File: src/rtl/logic_equiv_sweeper_if.sv
// Stimulus/response and result bus between the truth-table sweeper and its bench.
// master = bench side (start, mode, responses); slave = sweeper side.
interface logic_equiv_sweeper_if #(
  parameter int N_IN  = 2,
  parameter int N_OUT = 1
);
  logic             start;
  logic             gray;
  logic [N_IN-1:0]  stim;
  logic [N_OUT-1:0] resp_a;
  logic [N_OUT-1:0] resp_b;
  logic             busy;
  logic             done;
  logic             pass;
  logic [N_IN:0]    err_cnt;
  logic [N_IN-1:0]  first_err_m;
  logic             first_err_vld;

  modport master (
    output start, gray, resp_a, resp_b,
    input  stim, busy, done, pass, err_cnt, first_err_m, first_err_vld
  );

  modport slave (
    input  start, gray, resp_a, resp_b,
    output stim, busy, done, pass, err_cnt, first_err_m, first_err_vld
  );
endinterface

File: src/rtl/logic_equiv_sweeper.sv
// Truth-table sweeper: drives every N_IN-bit vector (binary or Gray order) and counts
// vectors where two implementations disagree. Define SWEEP_ABORT_EN to stop on the first mismatch.
module logic_equiv_sweeper #(
  parameter int N_IN   = 2,
  parameter int N_OUT  = 1,
  parameter int SETTLE = 1
) (
  input  logic                  clk,
  input  logic                  rst_n,
  logic_equiv_sweeper_if.slave  bus
);
  // state | meaning
  // IDLE  | waiting for start; results of the last sweep held
  // RUN   | holding a vector for SETTLE cycles, then comparing
  // DONE  | one-cycle done pulse, pass updated
  typedef enum logic [1:0] {IDLE, RUN, DONE} state_t;

  localparam int SW = (SETTLE < 2) ? 1 : $clog2(SETTLE + 1);
  localparam logic [N_IN:0] LAST = {1'b0, {N_IN{1'b1}}};

  state_t          state;
  logic            gray_q;
  logic [N_IN:0]   idx;
  logic [SW-1:0]   settle_cnt;
  logic            busy;
  logic            done;
  logic            pass;
  logic [N_IN:0]   err_cnt;
  logic [N_IN-1:0] first_err_m;
  logic            first_err_vld;

  logic [N_IN-1:0] stim_bin;
  logic [N_IN-1:0] stim_gray;
  logic [N_IN-1:0] stim;
  logic            mismatch;
  logic            last_vec;
  logic            sweep_end;
  logic [N_IN:0]   err_next;

  assign stim_bin  = idx[N_IN-1:0];
  // idx ^ (idx >> 1), keeping only the low N_IN bits
  assign stim_gray = idx[N_IN-1:0] ^ idx[N_IN:1];
  assign stim      = gray_q ? stim_gray : stim_bin;

  // Case inequality so X/Z on either response is reported as a mismatch
  assign mismatch  = (bus.resp_a !== bus.resp_b);
  assign last_vec  = (idx == LAST);
  assign err_next  = err_cnt + (N_IN + 1)'(mismatch);

`ifdef SWEEP_ABORT_EN
  assign sweep_end = last_vec | mismatch;
`else
  assign sweep_end = last_vec;
`endif

  always_ff @(posedge clk or negedge rst_n) begin
    if (!rst_n) begin
      state         <= IDLE;
      gray_q        <= 1'b0;
      idx           <= '0;
      settle_cnt    <= '0;
      busy          <= 1'b0;
      done          <= 1'b0;
      pass          <= 1'b0;
      err_cnt       <= '0;
      first_err_m   <= '0;
      first_err_vld <= 1'b0;
    end else begin
      case (state)
        IDLE: begin
          done <= 1'b0;
          if (bus.start) begin
            gray_q        <= bus.gray;
            err_cnt       <= '0;
            pass          <= 1'b0;
            first_err_vld <= 1'b0;
            first_err_m   <= '0;
            idx           <= '0;
            settle_cnt    <= SW'(SETTLE);
            busy          <= 1'b1;
            state         <= RUN;
          end
        end
        RUN: begin
          settle_cnt <= settle_cnt - 1'b1;
          if (settle_cnt == SW'(1)) begin
            if (mismatch) begin
              err_cnt <= err_next;
              if (!first_err_vld) begin
                first_err_m   <= stim;
                first_err_vld <= 1'b1;
              end
            end
            if (sweep_end) begin
              busy  <= 1'b0;
              done  <= 1'b1;
              pass  <= (err_next == '0);
              state <= DONE;
            end else begin
              idx        <= idx + 1'b1;
              settle_cnt <= SW'(SETTLE);
            end
          end
        end
        DONE: begin
          done  <= 1'b0;
          state <= IDLE;
        end
        default: state <= IDLE;
      endcase
    end
  end

  assign bus.stim          = stim;
  assign bus.busy          = busy;
  assign bus.done          = done;
  assign bus.pass          = pass;
  assign bus.err_cnt       = err_cnt;
  assign bus.first_err_m   = first_err_m;
  assign bus.first_err_vld = first_err_vld;
endmodule
File: src/flat_wrapper.sv
// flat-port wrapper written by rule: the top's interface ports become plain ports
module logic_equiv_sweeper_flat 
#(
  parameter int N_IN   = 2,
  parameter int N_OUT  = 1,
  parameter int SETTLE = 1
)
  (clk, rst_n, bus_start, bus_gray, bus_resp_a, bus_resp_b, bus_stim, bus_busy, bus_done, bus_pass, bus_err_cnt, bus_first_err_m, bus_first_err_vld);
  logic_equiv_sweeper_if #(.N_IN(N_IN), .N_OUT(N_OUT)) bus_i ();
  input  logic clk;
  input  logic rst_n;
  input wire logic [$bits(bus_i.start)-1:0] bus_start;
  input wire logic [$bits(bus_i.gray)-1:0] bus_gray;
  input wire logic [$bits(bus_i.resp_a)-1:0] bus_resp_a;
  input wire logic [$bits(bus_i.resp_b)-1:0] bus_resp_b;
  output wire logic [$bits(bus_i.stim)-1:0] bus_stim;
  output wire logic [$bits(bus_i.busy)-1:0] bus_busy;
  output wire logic [$bits(bus_i.done)-1:0] bus_done;
  output wire logic [$bits(bus_i.pass)-1:0] bus_pass;
  output wire logic [$bits(bus_i.err_cnt)-1:0] bus_err_cnt;
  output wire logic [$bits(bus_i.first_err_m)-1:0] bus_first_err_m;
  output wire logic [$bits(bus_i.first_err_vld)-1:0] bus_first_err_vld;
  assign bus_i.start = bus_start;
  assign bus_i.gray = bus_gray;
  assign bus_i.resp_a = bus_resp_a;
  assign bus_i.resp_b = bus_resp_b;
  assign bus_stim = bus_i.stim;
  assign bus_busy = bus_i.busy;
  assign bus_done = bus_i.done;
  assign bus_pass = bus_i.pass;
  assign bus_err_cnt = bus_i.err_cnt;
  assign bus_first_err_m = bus_i.first_err_m;
  assign bus_first_err_vld = bus_i.first_err_vld;
  logic_equiv_sweeper #(.N_IN(N_IN), .N_OUT(N_OUT), .SETTLE(SETTLE)) u_core (.clk(clk), .rst_n(rst_n), .bus(bus_i));
endmodule
File: config.mk
export PLATFORM = sky130hd
export DESIGN_NAME = logic_equiv_sweeper_flat
export DESIGN_NICKNAME = d
export VERILOG_FILES = /design/src/rtl/logic_equiv_sweeper_if.sv /design/src/rtl/logic_equiv_sweeper.sv /design/src/flat_wrapper.sv
export SDC_FILE = /design/constraint.sdc
export NUM_CORES = 1
export LEC_CHECK = 0
export CAP_MARGIN = 40
export CORE_ASPECT_RATIO = 0.75
export CORE_UTILIZATION = 44
export CTS_CLUSTER_SIZE = 10
export DETAILED_ROUTE_END_ITERATION = 8
export PLACE_DENSITY_LB_ADDON = 0.08
export SLEW_MARGIN = 20
export SYNTH_ARGS = -nofsm -noshare
export SYNTH_HDL_FRONTEND = slang
export SYNTH_SLANG_ARGS = --single-unit
export TNS_END_PERCENT = 50
File: constraint.sdc
create_clock -name clk -period 1.8 [get_ports clk]
set_input_delay 0.18 -clock clk [delete_from_list [all_inputs] [get_ports clk]]
set_output_delay 0.18 -clock clk [all_outputs]
set_load 0.1 [all_outputs]
==> impl_results.md <==
- Result of the run: finished, final reports clean
- CTS tree: yes
- I/O pin total: 17
- Syn. warnings: 0
- DRT iter0 DRCs: 12
- Hold Crit Class: input pin to asynchronous set/reset pin
- Final-report max-slew violation count: 0
- Max FO, Critical Path: 3
- Distinct cells, synth: 31
- CORE AREA: 0.00177 mm^2
- Crit path cell chain: ha_1, ha_1, nand3b_1, a21oi_1, mux2_2
- Critical Path RT: roughly 2.0 ns
- Final min period: ~1.7 ns
- Worst r2r src: u_core.idx[0]
- Design area: around 0.0011 mm^2
- Post-route ant nets: 0
- Clock sinks: 16
- Max Clk Rate: 581 MHz
- Final nets: between 100 and 150
- DRC viols: 0
- CP startpoint kind: register
- Area contributors post-synth: dfrtp_1, ha_1, inv_1
- Clk Latency, worst-skew pair: 0.29 ns
- Row Count: 13
- Mapped Nets: just under 90
- Max_slew headroom: 0.754
- Avg Vias per Cell: around 5.1
- Max_cap viols: 0
- CP Capture Type: register
- Most frequent CP cell: ha_1
- Synth top area share: 0.472
- Post-synth EDFFs: 0
- Reg2reg path depth: 5
- Area leader, netlist: dfrtp_1
- DP Area: 0.00107 mm^2
- Placer Congestion: 0.790
- R2R setup slack: 0.08 ns
- Area growth, synth to finish: 29.1%
- Clk_skew: 0.0117 ns
- Endpoints failing hold: 0
- Chip width: 52.7 um
- Final wirelength: ~1.6 mm
- DP Wirelength: 1.22 mm
- First-pass GRT wire length: 2.37 mm
- Kind of critical path: register to register
- IO Port Bufs: 16
- Initial Util: 0.478
- Post-CTS Setup Bufs: 0
- Die Height: approximately 40 um
- Synth top cells by count: dfrtp_1, inv_1, nand2_1
- Fillers: 143
- Worst-Margin Slew: roughly 0.36 ns
- Most used DFF post-synth: dfrtp_1
- DP Cell Count: approximately 120
- Synthesized cell area: 848 um^2
- GRT Total Usage: 0.171
- Async set-reset flop share out of synthesis: 1.00
- Syn Area/Cell: about 11 um^2
- # diodes: 0
- Post-synthesis register bit count: 16
- TritonCTS buffer count: 3
- CP max-delay cell: dfrtp_1
- DRT Pass-1 Iters: 4
- Setup tns final: 0 ns
- H-tree Lvls: 1
- Final period utilization: 0.956
- Cts-stage hold buffer count: 0
- Synth Instances: 78
- Vias in the first global route: 523
- Worst Path Buf+Inv: 0
- RSZ-0062 raised after global routing: false
- DIE AREA: 0.00211 mm^2
- CP max stage delay: 0.40 ns
- Via count: 637
- Post-Layout Cell Count: around 130
- Register area share after synthesis: 0.472
- Antenna violations before repair: 0
- Worst Path Arrival: 1.89 ns
- Clk root buf: clkbuf_4
- Largest net degree at the start of global routing: 10
- Delay-heaviest family, CP: flip-flops
- CTS max path bufs: 2
- Top-count cell post-synth: dfrtp_1
- WL/cell: 12.8 um
- Global route total overflow: 0
- Clock-pin slew on the worst setup and hold paths: 0.10 ns
- Final Setup Violations: 0
- Crit Reg-Reg Endpoint: u_core.idx[0]
- Share of cells above drive strength 1: 0.291
- Post-CTS resize count: 0
[layout make-up]
| type | count | area (um^2) | area share |
|---|---|---|---|
| clock buffer | 4 | 26.3 | 0.0240 |
| tap | 22 | 27.5 | 0.0251 |
| inverter | 9 | 33.8 | 0.0309 |
| multi-input combinational | 50 | 387 | 0.353 |
| timing repair buffer | 24 | 218 | 0.199 |
| sequential | 16 | 403 | 0.368 |
[layout by cell type (no fill, tap or decap), types with 3 or more instances in the layout]
cell	n
nand2_1	9
nand2b_1	4
clkdlybuf4s50_1	5
dfrtp_1	14
buf_4	17
nor2_1	4
mux2_2	3
inv_1	9
ha_1	4
mux2i_1	3
clkbuf_4	3
[registers in the layout (all words and copies together), names as in the netlist]
| signal | flops |
|---|---|
| u_core.bus.done | 1 |
| u_core.gray_q | 1 |
| u_core.settle_cnt | 1 |
| u_core.bus.first_err_m | 2 |
| u_core.bus.busy | 1 |
| u_core.state | 2 |
| u_core.bus.err_cnt | 3 |
| u_core.idx | 3 |
| u_core.bus.pass | 1 |
| u_core.bus.first_err_vld | 1 |
[stage by stage]
step,setup slack (ns),hold WS [ns],utilization
floorplan,0.127,-0.116,-
global placement,-0.0624,0.462,0.603
detailed placement,-0.117,0.467,0.603
CTS,0.0758,0.171,0.618
global route,0.0388,0.171,0.618
finish,0.0796,0.155,0.618
[worst reg2reg max path: stages, from the launching register on]
cell and delay (ns):
dfrtp_1 0.40, ha_1 0.20, ha_1 0.20, nand3b_1 0.15
a21oi_1 0.28, mux2_2 0.37
[logic make-up (layout without fill, tap and decap cells)]
| kind of cell | Yosys count | after routing | synth area share |
|---|---|---|---|
| AO/OA/AOI/OAI | 9 | 9 | 0.0811 |
| XOR/XNOR | 3 | 3 | 0.0310 |
| adder cells (fa/ha/maj) | 4 | 4 | 0.0590 |
| buffers and inverters | 12 | 37 | 0.0723 |
| flip-flops | 16 | 16 | 0.472 |
| multiplexers | 8 | 8 | 0.106 |
| AND/OR/NAND/NOR | 26 | 26 | 0.178 |
[per-layer routing]
layer  part of all wire  up-vias  track usage
met3              0.067        6       0.0682
met5                  0        -            0
met4              0.016        0       0.0789
met2               0.39       26        0.247
li1                   -      321            -
met1               0.52      284        0.226
[worst max path at each step]
stage,from,slack (ns),endpoint,depth (start not counted)
2_1_floorplan,u_core.bus.err_cnt[0],0.13,u_core.bus.pass,5
3_3_place_gp,bus_resp_b,-0.06,u_core.bus.pass,8
3_5_place_dp,bus_resp_b,-0.12,u_core.bus.pass,8
4_1_cts,u_core.idx[0],0.08,u_core.idx[0],5
5_1_grt,u_core.idx[0],0.04,u_core.idx[0],5
6_report,u_core.idx[0],0.08,u_core.idx[0],5
Power is left out: the tool's default activity adds up to more than one toggle a clock period on the data nets, which glitch-free logic cannot reach.
